`config.mk`:
```
export PLATFORM = sky130hd
export DESIGN_NAME = ssd_scan_ctrl
export DESIGN_NICKNAME = d
export VERILOG_FILES = /design/src/rtl/ssd_pkg.sv /design/src/rtl/ssd_hex_decode.sv /design/src/rtl/ssd_scan_ctrl.sv
export SDC_FILE = /design/constraint.sdc
export NUM_CORES = 1
export LEC_CHECK = 0
export ABC_CLOCK_PERIOD_IN_PS = 7400
export CAP_MARGIN = 0
export CORE_ASPECT_RATIO = 0.6
export CORE_MARGIN = 5
export CORE_UTILIZATION = 45
export DETAILED_ROUTE_END_ITERATION = 8
export DONT_BUFFER_PORTS = 1
export PLACE_DENSITY = 0.58
export SLEW_MARGIN = 25
export SYNTH_ARGS = -nofsm -noshare
export SYNTH_HDL_FRONTEND = slang
export SYNTH_SLANG_ARGS = --single-unit
```
`constraint.sdc`:
```
create_clock -name clk -period 7.4 [get_ports clk]
set_input_delay 1.48 -clock clk [delete_from_list [all_inputs] [get_ports clk]]
set_output_delay 1.48 -clock clk [all_outputs]
set_load 0.01 [all_outputs]
```
`src/rtl/ssd_pkg.sv`:
```
// ssd_pkg: shared types and constants for the seven-segment scan controller.
//   seg_t    : 7-bit active-low cathode vector {a,b,c,d,e,f,g}
//   SEG_OFF  : all cathodes released (segments dark)
//   HEX_SEG  : hex digit 0..F to active-low segment pattern
package ssd_pkg;

    typedef logic [6:0] seg_t;

    localparam seg_t SEG_OFF = 7'b1111111;

    localparam seg_t HEX_SEG [0:15] = '{
        7'b0000001,  // 0
        7'b1001111,  // 1
        7'b0010010,  // 2
        7'b0000110,  // 3
        7'b1001100,  // 4
        7'b0100100,  // 5
        7'b0100000,  // 6
        7'b0001111,  // 7
        7'b0000000,  // 8
        7'b0000100,  // 9
        7'b0001000,  // A
        7'b1100000,  // b
        7'b0110001,  // C
        7'b1000010,  // d
        7'b0110000,  // E
        7'b0111000   // F
    };

endpackage

```
`src/rtl/ssd_hex_decode.sv`:
```
// ssd_hex_decode: combinational hex nibble to seven-segment decoder.
// Ports:
//   nibble : input  [3:0] hex digit
//   seg    : output [6:0] active-low cathodes {a,b,c,d,e,f,g}
module ssd_hex_decode
    import ssd_pkg::*;
(
    input  logic [3:0] nibble,
    output seg_t       seg
);

    assign seg = HEX_SEG[nibble];

endmodule

```
`src/rtl/ssd_scan_ctrl.sv`:
```
// ssd_scan_ctrl: multiplexed common-anode seven-segment display scanner.
// Each digit owns a slot of SCAN_DIV clocks; the first BLANK_CYCLES of every
// slot keep all anodes off so the previous digit's pattern cannot ghost into
// the next one. Display data are captured into shadow registers only at the
// frame wrap, so a frame never shows a mix of old and new values.
// Optional build macro: SSD_DIM_EN adds a 4-bit brightness input that PWM-gates
// the anodes during the lit part of each slot.
// Ports:
//   clk        : system clock
//   Reset      : asynchronous, active-high reset
//   value_in   : hex nibbles, nibble i drives digit i (digit 0 rightmost)
//   dp_in      : decimal point request per digit, active-high
//   digit_en   : per-digit enable, active-high
//   load       : one-cycle strobe requesting capture at the next frame wrap
//   bright     : (SSD_DIM_EN only) brightness, 15 = full, 0 = 1/16 duty
//   an         : anode enables, active-low
//   seg        : cathodes {a,b,c,d,e,f,g}, active-low
//   dp         : decimal point cathode, active-low
//   frame_tick : one-cycle pulse when the digit index wraps to 0
module ssd_scan_ctrl
    import ssd_pkg::*;
#(
    parameter int NUM_DIGITS   = 8,
    parameter int SCAN_DIV     = 100000,
    parameter int BLANK_CYCLES = 16
) (
    input  logic                    clk,
    input  logic                    Reset,
    input  logic [4*NUM_DIGITS-1:0] value_in,
    input  logic [NUM_DIGITS-1:0]   dp_in,
    input  logic [NUM_DIGITS-1:0]   digit_en,
    input  logic                    load,
`ifdef SSD_DIM_EN
    input  logic [3:0]              bright,
`endif
    output logic [NUM_DIGITS-1:0]   an,
    output seg_t                    seg,
    output logic                    dp,
    output logic                    frame_tick
);

    localparam int PW = $clog2(SCAN_DIV);
    localparam int IW = $clog2(NUM_DIGITS);

    logic [PW-1:0]           presc;
    logic [IW-1:0]           idx;
    logic [4*NUM_DIGITS-1:0] shadow_val;
    logic [NUM_DIGITS-1:0]   shadow_dp;
    logic [NUM_DIGITS-1:0]   shadow_en;
    logic                    load_pending;

    logic                    presc_tc;
    logic                    wrap;
    logic                    in_blank;
    logic [3:0]              cur_nib;
    seg_t                    dec_seg;
    logic [NUM_DIGITS-1:0]   onehot;
    logic                    lit_ok;

    assign presc_tc = (presc == PW'(SCAN_DIV - 1));
    assign wrap     = presc_tc && (idx == IW'(NUM_DIGITS - 1));
    assign in_blank = (presc < PW'(BLANK_CYCLES));
    assign cur_nib  = shadow_val[{idx, 2'b00} +: 4];
    assign onehot   = {{(NUM_DIGITS-1){1'b0}}, 1'b1} << idx;

`ifdef SSD_DIM_EN
    logic [3:0] pwm_cnt;

    always_ff @(posedge clk or posedge Reset) begin
        if (Reset) pwm_cnt <= 4'd0;
        else       pwm_cnt <= pwm_cnt + 4'd1;
    end

    // pwm_cnt <= bright lights (bright+1) of every 16 cycles.
    assign lit_ok = (pwm_cnt <= bright);
`else
    assign lit_ok = 1'b1;
`endif

    ssd_hex_decode u_hex_decode (
        .nibble (cur_nib),
        .seg    (dec_seg)
    );

    always_ff @(posedge clk or posedge Reset) begin
        if (Reset) begin
            presc        <= '0;
            idx          <= '0;
            shadow_val   <= '0;
            shadow_dp    <= '0;
            shadow_en    <= '0;
            load_pending <= 1'b0;
            an           <= '1;
            seg          <= SEG_OFF;
            dp           <= 1'b1;
            frame_tick   <= 1'b0;
        end else begin
            presc <= presc_tc ? '0 : presc + 1'b1;
            if (presc_tc)
                idx <= (idx == IW'(NUM_DIGITS - 1)) ? '0 : idx + 1'b1;

            frame_tick <= wrap;

            // A load landing on the wrap cycle itself is honoured at that wrap.
            if (wrap) begin
                if (load_pending || load) begin
                    shadow_val <= value_in;
                    shadow_dp  <= dp_in;
                    shadow_en  <= digit_en;
                end
                load_pending <= 1'b0;
            end else if (load) begin
                load_pending <= 1'b1;
            end

            if (in_blank) begin
                an  <= '1;
                seg <= SEG_OFF;
                dp  <= 1'b1;
            end else begin
                an  <= ~(onehot & shadow_en & {NUM_DIGITS{lit_ok}});
                seg <= shadow_en[idx] ? dec_seg : SEG_OFF;
                dp  <= ~(shadow_dp[idx] & shadow_en[idx]);
            end
        end
    end

endmodule

```
==> flow_metrics.py, run 1 <==
metrics = {
    "status": {
        "status": "completed",
    },
    "timing": {
        "max_freq_ghz": 0.351,
        "tns_ns": 0,
        "setup_viol": 0,
        "drv_slew": 0,
        "rsz0062_at_grt": "false",
        "worst_slew_pin_slew_ns": 0.971,
        "finalHoldViolCount": 0,
        "layout_min_cycle_time_ns": 2.85,
        "finClkSkew_ns": 0.00539,
        "max_slew_margin": 0.353,
        "period_share": 0.385,
    },
    "power": {
        "intPower_w": 0.000786,
        "clockPowerShare": 0.454,
        "p_per_area_mw_per_mm2": 227,
        "seqPwrFrac": 0.503,
        "p_leak_nw": 1.88,
        "pwr-share-comb": 0.042,
        "swShare": 0.207,
        "irDropWorstVdd_mv": 0.115,
        "power_switching_w": 0.000205,
    },
    "yosys": {
        "synth_top_area_share": 0.440,
        "synthMuxAreaShare": 0.216,
        "synth.avg_cell_area_um2": 13.2,
        "synth_area_leaders": "dfrtp_1 44%, dfstp_2 11%, mux2_2 8.8%",
        "yosysSeqAreaShare": 0.545,
        "ys_warn_count": 0,
        "synth_compound_area_frac": 0.0349,
        "synth_simple_gate_area_frac": 0.0964,
        "netlist_area_mm2": 0.00398,
        "yosysTopAreaCell": "dfrtp_1",
        "synth_adder_area_share": 0.0408,
        "synth_top_family_by_area": "multiplexers",
        "synth_nets": 365,
        "ys_seq_elements": 86,
        "syn_inst": 301,
        "yosys.area_share.xor_xnor": 0.0330,
        "ys_types": 39,
    },
    "critical_path": {
        "critPathKind": "reg2reg",
        "worst_r2r_endpoint": "shadow_val[17]",
        "cp-start-kind": "flop",
        "crit_fanout": 48,
        "cp-end-kind": "flop",
        "crit_arrival_ns": 3.06,
        "r2r_cells": 6,
        "r2r_start": "idx[0]",
        "cp_slowest_cell": "dfrtp_1",
        "path_cells": "ha_1 -> ha_1 -> inv_1 -> nor3_4 -> buf_4 -> mux2_2",
        "worstPathRequired_ns": 7.61,
        "startpoint": "idx[0]",
        "max_stage_delay_ns": 0.98,
        "critPathMostFrequentCell": "ha_1",
        "rrSetupSlack_ns": 4.55,
    },
    "placed_design": {
        "place_inst": 404,
        "place.gp.congestion": 0.820,
        "port-buffer-count": 0,
        "dpl.hpwl_um": 5950,
    },
    "clock_tree": {
        "clkSlewWorstSetupHoldPaths_ns": 0.06,
        "ctsLongestPathBuffers": 2,
        "post_cts.repair.setup_buffers": 0,
        "cts_resized": 0,
        "cts_tree": "done",
        "cts-root-buf": "clkbuf_16",
        "clkSinkCount": 86,
        "ctsHoldBuffers": 0,
        "insertion_delay_ns": 0.33,
        "htreeDepth": 3,
        "cts_made_buffers": 9,
    },
    "drt": {
        "vias": 2370,
        "drtPass1Iterations": 4,
        "vias_per_cell": 5.62,
        "wl_um": 8360,
        "drt-initial-drc-count": 144,
        "route.detailed.drc": 0,
        "wl_per_cell_um": 19.8,
        "ant_nets": 0,
    },
    "cells_and_area": {
        "final_cell_mix": "70 x dfrtp_1, 31 x mux2_2, 20 x nand2_1, 20 x mux2_1, 16 x dfstp_2",
        "area_delta_synth_final_pct": 9.83,
        "drive_gt1_frac": 0.269,
        "final_common_cell": "dfrtp_1",
        "stdcell_count": 422,
        "nets": 367,
    },
    "floorplan": {
        "fp.dieW_um": 131,
        "io_pins": 68,
        "start_util": 0.466,
        "fp.dieH_um": 82.9,
        "core_area_mm2": 0.00856,
        "rows": 26,
        "die_area_mm2": 0.0109,
    },
    "grt": {
        "grt_pass1_vias": 2428,
        "grt_max_degree": 87,
        "grt-ovfl-total": 0,
        "antenna_found_initial": 4,
        "grt_pass1_wl_um": 13700,
        "grt_util_all_layers": 0.160,
    },
    "job": {
        "max_cap_violations": 0,
    },
    "worst_hold_path": {
        "hp-class": "reg2reg",
        "hold_depth": 1,
        "min_from": "shadow_en[0]",
        "min_delay_worst_endpoint": "an[0]",
    },
}
[stage by stage]
stage | utilization | cell area, um2 | setup slack, ns | power [W] | hold slack, ns
finish | 0.511 | 4380 | 4.55 | 0.000991 | 0.468
global route | 0.511 | 4370 | 4.34 | 0.00103 | 0.510
CTS | 0.511 | 4370 | 4.51 | 0.00100 | 0.474
detailed placement | 0.476 | 4070 | 4.51 | 0.000550 | 0.466
global placement | 0.475 | 4070 | 4.60 | 0.000548 | 0.455
floorplan | - | 3980 | 3.72 | 0.000537 | 0.400
[worst max-delay path, delay by kind of cell (launching register included)]
kind | cells | cell delay, ns
muxes | 1 | 0.40
and+or+nand+nor | 1 | 0.17
adders and majority gates | 2 | 0.50
DFF | 1 | 0.98
buffers and inverters | 2 | 0.65
[flip-flops by register name, summed over array words and instances (netlist names)]
| register | flops |
|---|---|
| an | 8 |
| dp | 1 |
| frame_tick | 1 |
| idx | 3 |
| load_pending | 1 |
| presc | 17 |
| seg | 7 |
| shadow_dp | 8 |
| shadow_en | 8 |
| shadow_val | 32 |
[Yosys cell counts]
cell      count
and2_1        1
buf_2         3
a21boi_1      1
nor3_4        1
mux2i_1       6
o221ai_1      5
or3_4         1
buf_6         3
a21oi_1       2
a22o_1        1
o31ai_1       1
or2_2         2
nor4_1        4
buf_4         4
nor2b_1       1
o211ai_1      2
nand2b_1      1
xor2_1        5
nor2_1       15
inv_2         1
mux2_2       31
dfstp_2      16
or3_1         1
dfrtp_1      70
o21ai_0       6
nand4_1      11
o22ai_1       1
inv_1        11
clkbuf_1      3
mux4_2       10
and4_1        1
ha_1         13
nand3_1       9
mux2_1       20
nand2_1      20
nor3_1        5
a21bo_2       1
or4_1         2
xnor2_1      10
[power groups by stage]
| stage | Combinational [W] | Clock [W] | Sequential (W) |
|---|---|---|---|
| global placement | 0.0000413 | 0 | 0.000507 |
| floorplan | 0.0000338 | 0 | 0.000503 |
| global route | 0.0000487 | 0.000484 | 0.000500 |
| finish | 0.0000421 | 0.000450 | 0.000499 |
| CTS | 0.0000431 | 0.000462 | 0.000499 |
| detailed placement | 0.0000428 | 0 | 0.000507 |
[cell type report]
| class | count | area, um2 |
|---|---|---|
| clock inverter | 4 | 45.0 |
| tap | 112 | 140 |
| clock buffer | 12 | 256 |
| antenna | 2 | 5.00 |
| multi-input combinational | 190 | 1680 |
| inverter | 12 | 46.3 |
| sequential | 86 | 2170 |
| fill | 724 | 4180 |
| timing repair buffer | 4 | 33.8 |
[metal layers]
layer | track usage | part of all wire | vias up
met5 | 0 | 0.0053 | -
met4 | 0.0486 | 0.021 | 8
met3 | 0.0815 | 0.088 | 23
met2 | 0.197 | 0.38 | 91
met1 | 0.240 | 0.51 | 1163
li1 | - | - | 1085
[worst max-delay path by stage]
stage	endpoint	slack (ns)	depth (start not counted)
floorplan	frame_tick	3.72	1
global placement	shadow_val[12]	4.60	6
detailed placement	shadow_val[25]	4.51	6
CTS	shadow_val[7]	4.51	6
global route	shadow_val[21]	4.34	6
finish	shadow_val[17]	4.55	6
[logic make-up (layout without fill, tap and decap cells)]
| family | Yosys count | after routing |
|---|---|---|
| xor+xnor | 15 | 15 |
| buf+inv | 25 | 32 |
| fa+ha+maj | 13 | 13 |
| compound gates | 20 | 20 |
| other cells | 0 | 2 |
| simple gates | 75 | 75 |
| mux | 67 | 67 |
| flops | 86 | 86 |
No activity file was read; power rests on OpenSTA's default activity.
==> run 2, diff against run 1 <==
Settings changed: ABC_CLOCK_PERIOD_IN_PS 7400 to 3000.
Clock period 7.4 ns to 3 ns, I/O delays scaled along.
==> run 2 against run 1 <==
  * Total power rose by 140%
  * Design area rose by 0.63%
  * Routed wire length shrank 1.5%
  * Utilization grew 0.32 points
  * Via count hardly changed
  * Sequential share of layout area is 0.31 points lower
  * Critical path type unchanged
  * Critical endpoint is now shadow_val[27]
==> flow_metrics.py, run 2 (synthesized netlist as in run 1, its figures left out) <==
metrics = {
    "status": {
        "status": "completed",
    },
    "critical_path": {
        "crit_buf_inv": 2,
        "cp_slowest_cell": "dfrtp_1",
        "worstPathRequired_ns": 3.21,
        "critPathMostFrequentCell": "ha_1",
        "r2r_start": "idx[1]",
        "crit_arrival_ns": 2.68,
        "critPathKind": "reg2reg",
        "crit_fanout": 37,
        "cp.depth": 6,
        "cp_top_family": "flip-flops",
        "cp-end-kind": "flop",
        "max_stage_delay_ns": 0.81,
        "r2r_cells": 6,
        "cp-start-kind": "flop",
        "path_cells": "ha_1 -> ha_1 -> inv_1 -> nor3_4 -> buf_12 -> mux2_2",
        "rrSetupSlack_ns": 0.53,
        "worst_r2r_endpoint": "shadow_val[27]",
    },
    "drt": {
        "ant_nets": 0,
        "route.detailed.drc": 0,
        "drt-initial-drc-count": 124,
        "wl_um": 8230,
        "wl_per_cell_um": 19.4,
        "drtPass1Iterations": 7,
        "vias": 2371,
        "vias_per_cell": 5.58,
    },
    "timing": {
        "drv_slew": 0,
        "max_freq_ghz": 0.405,
        "worst_slew_pin_slew_ns": 0.829,
        "finalHoldViolCount": 0,
        "max_slew_margin": 0.443,
        "setup_viol": 0,
        "tns_ns": 0,
        "layout_min_cycle_time_ns": 2.47,
        "finClkSkew_ns": 0.00893,
        "period_share": 0.822,
        "rsz0062_at_grt": "false",
    },
    "cells_and_area": {
        "multiInputGateArea_mm2": 0.00168,
        "regArea_mm2": 0.00217,
        "drive_gt1_frac": 0.270,
        "reg_top3": "shadow_val x32, presc x17",
        "stdcell_count": 425,
        "design_area_mm2": 0.00440,
        "area_delta_synth_final_pct": 10.5,
        "largest_reg_flops": 32,
        "fill_cells": 727,
        "final_common_cell": "dfrtp_1",
        "final_cell_mix": "70 x dfrtp_1, 31 x mux2_2, 20 x nand2_1, 20 x mux2_1, 16 x dfstp_2",
        "top_register": "shadow_val",
        "nets": 370,
    },
    "power": {
        "seqPwrFrac": 0.512,
        "p_per_area_mw_per_mm2": 546,
        "irDropWorstVdd_mv": 0.316,
        "power_switching_w": 0.000508,
        "intPower_w": 0.00190,
        "pwr-share-comb": 0.043,
        "clockPowerShare": 0.445,
        "swShare": 0.211,
        "p_leak_nw": 1.89,
    },
    "clock_tree": {
        "insertion_delay_ns": 0.33,
        "ctsHoldBuffers": 0,
        "htreeDepth": 3,
        "cts_resized": 0,
        "cts_tree": "done",
        "cts_made_buffers": 9,
        "ctsLongestPathBuffers": 2,
        "post_cts.repair.setup_buffers": 0,
        "cts-root-buf": "clkbuf_16",
        "clkSinkCount": 86,
        "clkSlewWorstSetupHoldPaths_ns": 0.06,
    },
    "placed_design": {
        "port-buffer-count": 0,
        "dpl.hpwl_um": 5970,
        "placed_area_mm2": 0.00411,
        "place.gp.congestion": 0.793,
        "place_inst": 407,
    },
    "floorplan": {
        "io_pins": 68,
        "fp.dieW_um": 131,
        "die_area_mm2": 0.0109,
        "rows": 26,
        "fp.dieH_um": 82.9,
        "core_area_mm2": 0.00856,
        "start_util": 0.466,
    },
    "grt": {
        "grt_pass1_wl_um": 13700,
        "grt-ovfl-total": 0,
        "grt_max_degree": 87,
        "grt_pass1_vias": 2442,
        "grt_util_all_layers": 0.158,
        "antenna_found_initial": 2,
    },
    "worst_hold_path": {
        "hp-class": "in2async",
    },
    "job": {
        "max_cap_violations": 0,
    },
}
==> run 2: changes by cell type in the layout (fill, tap and decap cells not counted), sizes merged <==
cell,delta
buf,+3
==> run 2: worst max-delay path by stage <==
| stage | startpoint | end |
|---|---|---|
| after global routing | idx[0] | shadow_val[23] |
| after detailed placement | idx[0] | shadow_val[27] |
| after floorplan | Reset | frame_tick |
| after global placement | idx[0] | shadow_en[7] |
| after CTS | idx[0] | shadow_val[27] |
| final | idx[1] | shadow_val[27] |
==> run 2: power by group through the flow <==
stage	clock, W	sequential [W]	combinational, W
floorplan	0	0.00124	0.0000834
global placement	0	0.00125	0.000103
detailed placement	0	0.00125	0.000106
CTS	0.00110	0.00123	0.000107
global route	0.00115	0.00124	0.000119
finish	0.00107	0.00123	0.000104
==> run 2: per-layer routing <==
| layer | vias up | global-route usage | part of all wire |
|---|---|---|---|
| met5 | - | 0 | 0.0016 |
| met4 | 2 | 0.0383 | 0.0057 |
| met3 | 6 | 0.0767 | 0.10 |
| met2 | 102 | 0.197 | 0.38 |
| met1 | 1165 | 0.241 | 0.51 |
| li1 | 1096 | - | - |
==> run 2: stage by stage <==
| step | util | setup slack (ns) | hold slack (ns) | total power [W] |
|---|---|---|---|---|
| CTS | 0.514 | 0.513 | 0.260 | 0.00243 |
| global route | 0.514 | 0.348 | 0.272 | 0.00251 |
| finish | 0.515 | 0.533 | 0.229 | 0.00241 |
| floorplan | - | 0.205 | 0.400 | 0.00133 |
| detailed placement | 0.481 | 0.532 | 0.467 | 0.00136 |
| global placement | 0.481 | 0.557 | 0.442 | 0.00135 |
==> run 2: layout make-up <==
type                    instances  area share
repair buffers                  7      0.0176
clock buffers                  12      0.0537
clock inverters                 4      0.0111
diodes                          2     0.00114
multi-input cells             190       0.381
flip-flops and latches         86       0.493
well taps                     112      0.0318
inverters                      12      0.0105
==> run 3, diff against run 2 <==
Settings changed: ABC_CLOCK_PERIOD_IN_PS 3000 to 2400.
Clock period 3 ns to 2.4 ns, I/O delays scaled along.
==> run 3 against run 2 <==
  * Setup slack got worse by 0.44 ns
  * Clock-buffer cell count is 3 lower
  * Combinational power up 30%
==> flow_metrics.py, run 3 (synthesized netlist as in run 1, its figures left out) <==
metrics = {
    "critical_path": {
        "crit_fanout": 11,
        "path_cells": "buf_12 -> mux4_2 -> mux2_2 -> inv_1 -> ha_1 -> o211ai_1 -> a21bo_2",
        "max_stage_delay_ns": 0.55,
        "cp-end-kind": "flop",
        "cp_slowest_cell": "mux4_2",
        "worstPathRequired_ns": 2.68,
        "crit_arrival_ns": 2.59,
        "critPathKind": "reg2reg",
        "cp-start-kind": "flop",
    },
    "timing": {
        "finalHoldViolCount": 0,
        "timing.hold.ws_ns": 0.269,
        "drv_slew": 0,
        "max_freq_ghz": 0.433,
        "tns_ns": 0,
        "worst_slew_pin_slew_ns": 0.709,
        "finClkSkew_ns": 0.00630,
        "max_slew_margin": 0.526,
        "setup_viol": 0,
        "period_share": 0.962,
        "layout_min_cycle_time_ns": 2.31,
    },
    "power": {
        "seqPwrFrac": 0.520,
        "p_total_w": 0.00295,
        "intPower_w": 0.00227,
        "swShare": 0.231,
        "p_per_area_mw_per_mm2": 647,
        "clockPowerShare": 0.434,
        "irDropWorstVdd_mv": 0.389,
        "power_switching_w": 0.000682,
        "pwr-share-comb": 0.046,
        "p_leak_nw": 1.95,
    },
    "grt": {
        "grt-ovfl-total": 0,
        "grt_util_all_layers": 0.161,
        "grt_max_degree": 41,
        "grt_pass1_vias": 2373,
        "antenna_found_initial": 3,
        "grt_pass1_wl_um": 13600,
    },
    "clock_tree": {
        "cts-root-buf": "clkbuf_16",
        "insertion_delay_ns": 0.34,
        "htreeDepth": 3,
        "clkSlewWorstSetupHoldPaths_ns": 0.07,
        "cts_tree": "done",
        "clkSinkCount": 86,
        "cts_made_buffers": 9,
        "ctsLongestPathBuffers": 2,
    },
    "placed_design": {
        "dpl.hpwl_um": 6310,
        "place.gp.congestion": 0.785,
        "port-buffer-count": 0,
    },
    "drt": {
        "route.detailed.drc": 0,
        "drt-initial-drc-count": 152,
        "vias_per_cell": 5.56,
        "drtPass1Iterations": 4,
        "wl_um": 8790,
        "wl_per_cell_um": 20.1,
        "vias": 2437,
        "ant_nets": 0,
    },
    "cells_and_area": {
        "nets": 384,
        "top_register": "shadow_val",
        "largest_reg_flops": 32,
        "drive_gt1_frac": 0.320,
        "area_delta_synth_final_pct": 14.5,
        "final_common_cell": "dfrtp_1",
        "reg_top3": "shadow_val x32, presc x17",
        "final_cell_mix": "68 x dfrtp_1, 31 x mux2_2, 20 x nand2_1, 20 x mux2_1, 16 x dfstp_2",
        "fill_cells": 715,
    },
    "floorplan": {
        "core_area_mm2": 0.00856,
        "fp.dieH_um": 82.9,
        "start_util": 0.466,
        "io_pins": 68,
        "rows": 26,
        "fp.dieW_um": 131,
        "die_area_mm2": 0.0109,
    },
    "status": {
        "status": "completed",
    },
    "worst_hold_path": {
        "hp-class": "in2reg",
    },
    "job": {
        "max_cap_violations": 0,
    },
}
==> run 3: final cells by class <==
class	count	area (um2)	share of cell area
Antenna cell	1	2.50	0.000548
Clock buffer	9	225	0.0494
Clock inverter	7	50.0	0.0110
Inverter	12	48.8	0.0107
Multi-Input combinational cell	190	1690	0.371
Sequential cell	86	2170	0.477
Tap cell	112	140	0.0307
Timing Repair Buffer	21	230	0.0505
==> run 3: worst max-delay path: cells and delay by family, from the launching register on <==
kind                     cells  cell delay, ns
multiplexers                 2            0.89
AO/OA/AOI/OAI                2            0.38
flip-flops                   1            0.37
buffers and inverters        2            0.32
adder cells (fa/ha/maj)      1            0.28
==> run 3: path summary, 6_finish.rpt <==
check | startpoint | end | slack (ns) | depth (start not counted)
worst min register to register | shadow_en[7] | an[7] | 0.47 | 1
worst max-delay path | idx[0] | seg[3] | 0.09 | 7
worst max register to register | idx[0] | seg[3] | 0.09 | 7
max in group asynchronous | Reset | presc[0] | 1.10 | 3
worst min-delay path | digit_en[3] | shadow_en[3] | 0.27 | 1
min in group asynchronous | Reset | shadow_en[3] | 0.55 | 2
==> run 3: through the flow <==
stage | std cells | worst slack, ns | cell area, um2 | util
after floorplan | 301 | 0.147 | 3990 | -
after global placement | 416 | 0.0910 | 4200 | 0.490
after detailed placement | 416 | 0.0157 | 4200 | 0.490
after CTS | 433 | 0.0191 | 4480 | 0.524
after global routing | 437 | -0.0236 | 4560 | 0.533
final | 438 | 0.0914 | 4560 | 0.533
==> run 3: repair_timing <==
item,in CTS,in global routing
setup endpoints to repair,0,49
resized for setup,0,8
hold endpoints to repair,6,0
buffers inserted,0,2
hold buffers,1,0
==> run 3: routing by layer <==
layer | part of all wire | wire (um) | track usage | vias to the layer above
li1 | - | - | - | 1120
met1 | 0.50 | 4410 | 0.245 | 1197
met2 | 0.39 | 3390 | 0.201 | 103
met3 | 0.099 | 866 | 0.0767 | 13
met4 | 0.010 | 91 | 0.0420 | 4
met5 | 0.0024 | 21 | 0 | -
==> run 3: power by group through the flow <==
stage / logic, W / registers [W] / clock network [W]
CTS: 0.000138 / 0.00154 / 0.00132
global route: 0.000153 / 0.00154 / 0.00139
floorplan: 0.000105 / 0.00155 / 0
detailed placement: 0.000135 / 0.00156 / 0
global placement: 0.000131 / 0.00156 / 0
finish: 0.000135 / 0.00154 / 0.00128
